**config.mk**
```make
export PLATFORM = sky130hd
export DESIGN_NAME = ldm_stm_sequencer
export DESIGN_NICKNAME = d
export VERILOG_FILES = /design/src/rtl/arm_pkg.sv /design/src/rtl/lowest_set16.sv /design/src/rtl/ldm_stm_sequencer.sv
export SDC_FILE = /design/constraint.sdc
export NUM_CORES = 1
export LEC_CHECK = 0
export BUFFER_PORTS_ARGS = -buffer_cell sky130_fd_sc_hd__buf_4
export CORE_UTILIZATION = 30
export CTS_BUF_LIST = sky130_fd_sc_hd__clkbuf_16
export DETAILED_ROUTE_END_ITERATION = 8
export GPL_ROUTABILITY_DRIVEN = 1
export PLACE_DENSITY_LB_ADDON = 0.3
export RECOVER_POWER = 25
export SETUP_SLACK_MARGIN = 0.4
export SLEW_MARGIN = 20
export SYNTH_ARGS = -nofsm -noshare
export SYNTH_HDL_FRONTEND = slang
export SYNTH_SLANG_ARGS = --single-unit
```
**constraint.sdc**
```tcl
create_clock -name clk -period 6.8 [get_ports clk]
set_input_delay 1.36 -clock clk [delete_from_list [all_inputs] [get_ports clk]]
set_output_delay 1.36 -clock clk [all_outputs]
set_load 0.005 [all_outputs]
```
**src/rtl/arm_pkg.sv**
```systemverilog
// Shared types and constants for the ARM core's block-transfer sequencer.
package arm_pkg;

    typedef enum logic [1:0] {IDLE, XFER, WBASE, EMPTY} seq_state_t;
    typedef enum logic [1:0] {IA, IB, DA, DB} addr_mode_t;

    localparam logic [3:0] PC_IDX = 4'd15;
    localparam int unsigned WORD_BYTES = 4;

    function automatic addr_mode_t decode_mode(input logic p, input logic u);
        addr_mode_t m;
        unique case ({p, u})
            2'b01:   m = IA;
            2'b11:   m = IB;
            2'b00:   m = DA;
            default: m = DB;
        endcase
        return m;
    endfunction

    function automatic logic [4:0] popcount16(input logic [15:0] v);
        logic [4:0] c;
        c = '0;
        for (int i = 0; i < 16; i++) begin
            c = c + 5'(v[i]);
        end
        return c;
    endfunction

endpackage

```
**src/rtl/lowest_set16.sv**
```systemverilog
// Combinational priority encoder: index of the lowest set bit of a 16-bit vector.
module lowest_set16 (
    input  logic [15:0] vec,
    output logic [3:0]  idx,
    output logic        any
);

    always_comb begin
        idx = '0;
        for (int i = 15; i >= 0; i--) begin
            if (vec[i]) idx = 4'(i);
        end
    end

    assign any = |vec;

endmodule

```
**src/rtl/ldm_stm_sequencer.sv**
```systemverilog
// LDM/STM block-transfer engine: moves one register per cycle between the
// register file and data memory, stalling the pipeline while busy.
module ldm_stm_sequencer #(
    parameter int unsigned WORD_BYTES = arm_pkg::WORD_BYTES,
    parameter int unsigned NREGS      = 16
) (
    input  logic             clk,
    input  logic             reset,
    input  logic             start,
    input  logic             is_load,
    input  logic             p_bit,
    input  logic             u_bit,
    input  logic             w_bit,
    input  logic [3:0]       base_reg,
    input  logic [31:0]      base_val,
    input  logic [NREGS-1:0] reg_list,
    input  logic [31:0]      rf_rd,
    input  logic [31:0]      mem_rdata,
    output logic             busy,
    output logic             done,
    output logic [3:0]       rf_ra,
    output logic [3:0]       rf_wa,
    output logic             rf_we,
    output logic [31:0]      rf_wd,
    output logic             pc_we,
    output logic [31:0]      pc_wd,
    output logic [31:0]      mem_addr,
    output logic             mem_we,
    output logic [31:0]      mem_wdata
);
    import arm_pkg::*;

    seq_state_t       state_q, state_d;
    logic [NREGS-1:0] pending_q, pending_d;
    logic [31:0]      addr_q, addr_d;
    logic [31:0]      wb_val_q, wb_val_d;
    logic             is_load_q, is_load_d;
    logic             w_bit_q, w_bit_d;
    logic             base_listed_q, base_listed_d;
    logic [3:0]       base_reg_q, base_reg_d;

    logic [3:0]       cur;
    logic             any_set;
    logic [NREGS-1:0] rest;
    logic             last;
    logic             wbase_en;
    logic [4:0]       n;
    logic [31:0]      span;
    logic [31:0]      step;

    lowest_set16 u_lowest (
        .vec (pending_q),
        .idx (cur),
        .any (any_set)
    );

    assign rest     = pending_q & ~(NREGS'(1) << cur);
    assign last     = (rest == '0);
    // An LDM that reloads the base wins over the writeback value.
    assign wbase_en = w_bit_q && !(is_load_q && base_listed_q);
    assign n        = popcount16(reg_list);
    assign step     = 32'(WORD_BYTES);
    assign span     = 32'(n) * step;

    always_comb begin
        state_d       = state_q;
        pending_d     = pending_q;
        addr_d        = addr_q;
        wb_val_d      = wb_val_q;
        is_load_d     = is_load_q;
        w_bit_d       = w_bit_q;
        base_listed_d = base_listed_q;
        base_reg_d    = base_reg_q;
        unique case (state_q)
            IDLE: begin
                if (start) begin
                    pending_d     = reg_list;
                    is_load_d     = is_load;
                    w_bit_d       = w_bit;
                    base_reg_d    = base_reg;
                    base_listed_d = reg_list[base_reg];
                    wb_val_d      = u_bit ? base_val + span : base_val - span;
                    // All modes walk upward from the lowest address of the block.
                    unique case (decode_mode(p_bit, u_bit))
                        IA: addr_d = base_val;
                        IB: addr_d = base_val + step;
                        DA: addr_d = base_val - span + step;
                        DB: addr_d = base_val - span;
                    endcase
                    state_d = (reg_list == '0) ? EMPTY : XFER;
                end
            end
            XFER: begin
                pending_d = rest;
                addr_d    = addr_q + step;
                if (last) state_d = wbase_en ? WBASE : IDLE;
            end
            WBASE:   state_d = IDLE;
            EMPTY:   state_d = IDLE;
        endcase
    end

    always_ff @(posedge clk or posedge reset) begin
        if (reset) begin
            state_q       <= IDLE;
            pending_q     <= '0;
            addr_q        <= '0;
            wb_val_q      <= '0;
            is_load_q     <= 1'b0;
            w_bit_q       <= 1'b0;
            base_listed_q <= 1'b0;
            base_reg_q    <= '0;
        end else begin
            state_q       <= state_d;
            pending_q     <= pending_d;
            addr_q        <= addr_d;
            wb_val_q      <= wb_val_d;
            is_load_q     <= is_load_d;
            w_bit_q       <= w_bit_d;
            base_listed_q <= base_listed_d;
            base_reg_q    <= base_reg_d;
        end
    end

    always_comb begin
        busy      = (state_q != IDLE);
        done      = 1'b0;
        rf_ra     = '0;
        rf_wa     = '0;
        rf_we     = 1'b0;
        rf_wd     = '0;
        pc_we     = 1'b0;
        pc_wd     = '0;
        mem_addr  = '0;
        mem_we    = 1'b0;
        mem_wdata = '0;
        unique case (state_q)
            XFER: begin
                if (any_set) begin
                    mem_addr = addr_q;
                    done     = last && !wbase_en;
                    if (!is_load_q) begin
                        rf_ra     = cur;
                        mem_we    = 1'b1;
                        mem_wdata = rf_rd;
                    end else if (cur == PC_IDX) begin
                        pc_we = 1'b1;
                        pc_wd = mem_rdata;
                    end else begin
                        rf_we = 1'b1;
                        rf_wa = cur;
                        rf_wd = mem_rdata;
                    end
                end
            end
            WBASE: begin
                rf_we = 1'b1;
                rf_wa = base_reg_q;
                rf_wd = wb_val_q;
                done  = 1'b1;
            end
            EMPTY:   done = 1'b1;
            default: ;
        endcase
    end

endmodule

```
==> results.yml, run 1 <==
status:
  outcome: "finished, violations left"
  violations: "max-capacitance violations, max-slew violations, negative setup slack"
setup_path:
  cp_data_required_time_ns: 7.07
  arrival_ns: 7.22
  crit_path_end_kind: "flip-flop"
  timing.critical_path.buf_inv: 5
  cp_max_fo: 4
  worst_path_max_delay_cell: "fa_1"
  crit_chain: "buf_6 -> inv_4 -> fa_1 -> fa_1 -> fa_2 -> fa_1 -> inv_1 -> ha_2 -> fa_2 -> a21o_1 -> and2_4 -> inv_4 -> ha_4 -> or3b_4 -> or2_4 -> or4_4 -> a222oi_1 -> buf_4 -> nand4_1 -> nor4b_4 -> xor2_1 -> mux2_4 -> o221ai_2"
  crit_top_cell: "fa_1"
  crit_path_max_incr_delay_ns: 0.55
  critical_path.startpoint_type: "input port"
  critical_path.top_delay_family: "adder cells"
  path_class: "in2reg"
drt:
  met3WireLength_microns: 2610
  wl_met1_microns: 18700
  drt.antenna.violating_nets: 0
  drt_iter0_markers: 1002
  drt_wl_total_microns: 43900
  drc: 0
  top_layer_used: "met4"
  via_per_inst: 5.47
  wl_per_cell_microns: 20.3
  drtPass1Iterations: 5
  wl_met2_microns: 21500
  via_count: 11800
synth:
  synthSimpleGateAreaFrac_pct: 31.8
  synthArstFlopShare_pct: 100
  synth_top_area_share_pct: 22.5
  synth_compound_area_share_pct: 24.6
  yosys_warnings: 0
  synth_cell_types: 77
  yosysSeqAreaShare_pct: 22.5
  avgSynthCellArea_sq_um: 7.16
  synth_xor_area_share_pct: 6.91
  synth_cells: 1381
  synth_mux_area_share_pct: 2.21
  synth-edff-count: 0
  synth_top_family_by_area: "simple AND/OR/NAND/NOR gates"
  ys_seq_elements: 89
  synth_fa_ha_area_share_pct: 5.85
  synthesis.area_sq_mm: 0.00989
  syn_nets: 1543
  netlist_top_cells_area: "dfrtp_1 23%, nand2_1 7.1%, and2_1 6.6%, o21ai_0 5.3%, a21oi_1 4.0%"
  synth_top_cell_by_area: "dfrtp_1"
  synth_ff_type: "dfrtp_1"
floorplan:
  start_util_pct: 30.5
  fp.dieH_microns: 184
  dieArea_sq_mm: 0.0337
  rows: 66
  core_area_sq_mm: 0.0325
  die_x_microns: 184
  io_pins: 264
pwr:
  peakVddDrop_mv: 0.210
  p_sw_uw: 2870
  combPwrFrac_pct: 73.8
  p_int_uw: 2910
  finalPower_uw: 5780
  p_sw_share_pct: 49.7
  seq_power_share_pct: 18.1
  power_density_mw_per_mm2: 397
  pwr-share-clk_pct: 8.1
  p_leak_uw: 0.00628
layout:
  drive_gt1_share_pct: 35.2
  final_cells: 2161
  ff_latch_area_sq_mm: 0.00223
  multiInputGateArea_sq_mm: 0.00802
  final_common_cell: "buf_4"
  n_fill_cell: 3304
  final_util_pct: 44.9
  syn2layout_area_growth_pct: 47.5
  final_nets: 1875
  final_cell_mix: "387 x buf_4, 180 x nand2_1, 101 x and2_1"
sta:
  setup_tns_ns: -0.636
  setup_violations: 12
  period_share_pct: 102
  max_slew_margin_pct: -169
  tightestPinTransition_ns: 4.03
  slew_viol_final: 70
  finalCriticalPeriod_ns: 6.95
  fin_ws_ns: -0.152
  max_freq_ghz: 0.144
  rsz0062_at_grt: "true"
  holdWs_ns: 0.480
  hold_viol: 0
  fin_skew_ns: 0.0110
cts:
  clk-insertion-delay-late_ns: 0.35
  clock_tree.buffer_depth: 2
  cts.clk_slew.worst_paths_ns: 0.07
  cts_hold_repair.buffers: 0
  cts_tree: "built"
  numClockSinks: 89
  cts_htree_levels: 3
  cts-root-buf: "clkbuf_16"
  cts_buffers: 9
global_routing:
  grt_use_total_pct: 25.2
  grt_max_degree: 70
  grt_overflow: 0
  antenna_found_initial: 2
  grt_first_pass_wirelength_microns: 65300
  grt_pass1_vias: 11000
place:
  numPortBuffers: 263
  post-place-cells: 2111
  dp_hpwl_microns: 33300
  gp_congestion: 0.921
job:
  drv_cap: 1
hold_path:
  min_path_type: "reg2reg"
[synthesized netlist by cell type, drive strengths merged (27+ instances only)]
library cell	number
a21oi	80
a22oi	48
and2	104
clkbuf	91
dfrtp	89
ha	27
inv	57
nand2	188
nand3	32
nor2	97
nor2b	44
nor3	35
o21ai	120
xnor2	44
xor2	34
[stage by stage]
stage,area (sq um),setup WS (ns)
after floorplan,10000,-0.242
after global placement,13100,-0.627
after detailed placement,13100,-0.637
after CTS,14100,-0.0653
after global routing,14600,-0.422
final,14600,-0.152
[path summary, 6_finish.rpt]
kind                       depth (start not counted)    startpoint  slack [ns]          end
min in group asynchronous                          2         reset        1.20  wb_val_q[0]
max reg2reg                                       10  pending_q[0]        2.83   state_q[1]
min reg2reg                                        2     addr_q[0]        0.48    addr_q[0]
max                                               23   reg_list[0]       -0.15   addr_q[23]
min                                                2     addr_q[0]        0.48    addr_q[0]
max in group asynchronous                          3         reset        1.28    addr_q[5]
[logic make-up after synthesis]
kind of cell / count (synthesis)
adders and majority gates: 39
and+or+nand+nor: 617
AOI/OAI and AO/OA: 384
xor gates and xnor gates: 78
DFF: 89
muxes: 15
buffers and inverters: 159
[area by class of cell]
class | count | share of cell area, %
multi-input cells | 1133 | 55.0
repair buffers | 421 | 22.5
flip-flops and latches | 89 | 15.3
well taps | 442 | 3.79
inverters | 59 | 1.65
clock buffers | 9 | 1.54
clock inverters | 6 | 0.249
diodes | 2 | 0.0343
[power by group through the flow]
| stage | combinational, uW | sequential (uW) | clock [uW] |
|---|---|---|---|
| 4_1_cts | 4080 | 1040 | 471 |
| 2_1_floorplan | 2290 | 943 | 0 |
| 6_report | 4270 | 1050 | 467 |
| 3_3_place_gp | 3800 | 1050 | 0 |
| 5_1_grt | 4630 | 1080 | 491 |
| 3_5_place_dp | 3830 | 1050 | 0 |
[metal layers]
layer	vias to the layer above	track usage, %
li1	5540	-
met5	-	0
met1	5709	33.2
met4	0	7.57
met2	497	43.3
met3	64	2.36
[sequential cells by signal, indices dropped and copies added (netlist names)]
name and cells:
is_load_q 1, wb_val_q 32, w_bit_q 1, base_reg_q 4, addr_q 32, pending_q 16, base_listed_q 1, state_q 2
[timing repair]
action                                 in CTS  in global routing
buffers inserted                           18                 14
gates resized for setup                   126                 88
setup endpoints to repair                  37                 43
endpoints found under the hold margin       0                  0
cloned                                      1                  0
pin swaps                                  62                 56
[tightest hold or removal path, cell delays in order (launching register included)]
cell	delay (ns)
dfrtp_1	0.34
nand2_1	0.04
o21ai_0	0.06
(Power assumes the default switching activity.)
==> inputs of run 2 (changes only) <==
- PLACE_DENSITY: default -> 0.49
- PLACE_DENSITY_LB_ADDON: 0.3 -> default
==> results.yml, run 2 (synthesis results as in run 1) <==
place:
  dpl_cell_area_sq_mm: 0.0131
  post-place-cells: 2111
  numPortBuffers: 263
  dp_hpwl_microns: 34200
  gp_congestion: 0.935
global_routing:
  antenna_found_initial: 0
  grt_pass1_vias: 11200
  grt_use_total_pct: 26.1
  grt_max_degree: 64
  grt_overflow: 0
  grt_first_pass_wirelength_microns: 67500
layout:
  final_nets: 1871
  n_antenna_cell: 0
  fin_area_sq_mm: 0.0147
  n_fill_cell: 3316
  final_cell_mix: "381 x buf_4, 176 x nand2_1, 99 x and2_1"
  reg_top3: "addr_q x32, wb_val_q x32, pending_q x16"
  syn2layout_area_growth_pct: 48.6
  drive_gt1_share_pct: 36.1
  final_cells: 2156
  final_common_cell: "buf_4"
  final_util_pct: 45.3
hold_path:
  min_path_type: "reg2reg"
cts:
  cts_buffers: 9
  cts_htree_levels: 3
  clk-insertion-delay-late_ns: 0.37
  clock_tree.buffer_depth: 2
  cts.clk_slew.worst_paths_ns: 0.08
  cts-root-buf: "clkbuf_16"
  cts_tree: "built"
  numClockSinks: 89
  cts_hold_repair.buffers: 0
setup_path:
  path_class: "in2reg"
  critical_path.startpoint_type: "input port"
  crit_path_end_kind: "flip-flop"
  cp_data_required_time_ns: 7.07
  cp_max_fo: 4
  arrival_ns: 7.15
floorplan:
  start_util_pct: 30.5
  dieArea_sq_mm: 0.0337
  io_pins: 264
  rows: 66
  core_area_sq_mm: 0.0325
  die_x_microns: 184
  fp.dieH_microns: 184
pwr:
  peakVddDrop_mv: 0.219
  p_leak_uw: 0.00635
  power_density_mw_per_mm2: 400
drt:
  via_count: 11600
  drt_wl_total_microns: 44800
  wl_per_cell_microns: 20.8
  wl_met1_microns: 19700
  drtPass1Iterations: 5
  drt_iter0_markers: 812
  met3WireLength_microns: 2250
  top_layer_used: "met4"
  drt.antenna.violating_nets: 0
  via_per_inst: 5.38
  drc: 0
  wl_met2_microns: 21900
sta:
  max_freq_ghz: 0.145
  period_share_pct: 101
  setup_violations: 3
  setup_tns_ns: -0.147
  hold_viol: 0
  tightestPinTransition_ns: 3.07
  holdWs_ns: 0.477
  slew_viol_final: 92
  rsz0062_at_grt: "true"
  fin_ws_ns: -0.0779
  finalCriticalPeriod_ns: 6.88
  max_slew_margin_pct: -105
  fin_skew_ns: 0.0172
status:
  outcome: "finished, violations left"
  violations: "max-capacitance violations, max-slew violations, negative setup slack"
job:
  drv_cap: 2
[run 2: cell count changes in the layout (fill, tap and decap cells not counted), sizes merged]
cell | previous run | this run
buf | 416 | 412
clkinvlp | 3 | 1
diode | 2 | 0
inv | 56 | 58
bufinv | 0 | 1
[run 2: layout make-up]
cell class              count  area, sq um  share of cell area, %
clock inverters             7         77.6                  0.528
well taps                 442          553                   3.76
multi-input cells        1133         8140                   55.4
flip-flops and latches     89         2230                   15.2
inverters                  59          233                   1.58
repair buffers            417         3240                   22.0
clock buffers               9          225                   1.53
[run 2: stage by stage]
stage / total power, uW / setup WS (ns)
after CTS: 5660 / 0.00526
after global placement: 4940 / -0.551
after floorplan: 3230 / -0.242
after detailed placement: 4930 / -0.551
after global routing: 6330 / -0.282
final: 5870 / -0.0779
[run 2: repair_timing]
item | 4_1_cts | 5_1_grt
cloned | 1 | 0
endpoints found under the setup margin | 36 | 51
setup buffers | 17 | 11
gates resized for setup | 120 | 116
pin swaps | 71 | 68
[run 2: layer usage]
layer	track usage [%]	vias to the layer above
met5	0	-
met4	8.20	0
met3	2.48	51
met2	45.2	458
met1	34.1	5581
li1	-	5518
[run 2: path summary, 6_finish.rpt]
kind                             startpoint            to  slack [ns]  cells past startpoint
min in group asynchronous             reset  wb_val_q[31]        1.50                      2
worst min-delay path              addr_q[0]     addr_q[0]        0.48                      2
max in group asynchronous             reset    addr_q[19]        1.68                      3
worst min register to register    addr_q[0]     addr_q[0]        0.48                      2
worst max-delay path            reg_list[1]    addr_q[23]       -0.08                     22
worst max register to register   state_q[0]    addr_q[29]        2.61                      8
[run 2: critical path, cell delays in order]
cell	delay [ns]
buf_4	0.12
inv_2	0.06
fa_1	0.43
fa_1	0.56
fa_2	0.48
fa_1	0.52
inv_1	0.05
ha_2	0.20
fa_2	0.37
a21o_1	0.17
and2_4	0.18
ha_4	0.32
nor2b_2	0.06
or2_4	0.25
or4_4	0.42
a222oi_1	0.23
buf_4	0.19
nand4_1	0.14
nor4b_4	0.33
xor2_1	0.22
mux2_4	0.32
o221ai_2	0.16
[run 2: where the power goes]
group          internal [uW]  leakage (uW)  total (uW)  switching, uW
Combinational           1880       0.00512        4290           2410
Clock                    289      0.000148         535            246
Sequential               780       0.00108        1040            265
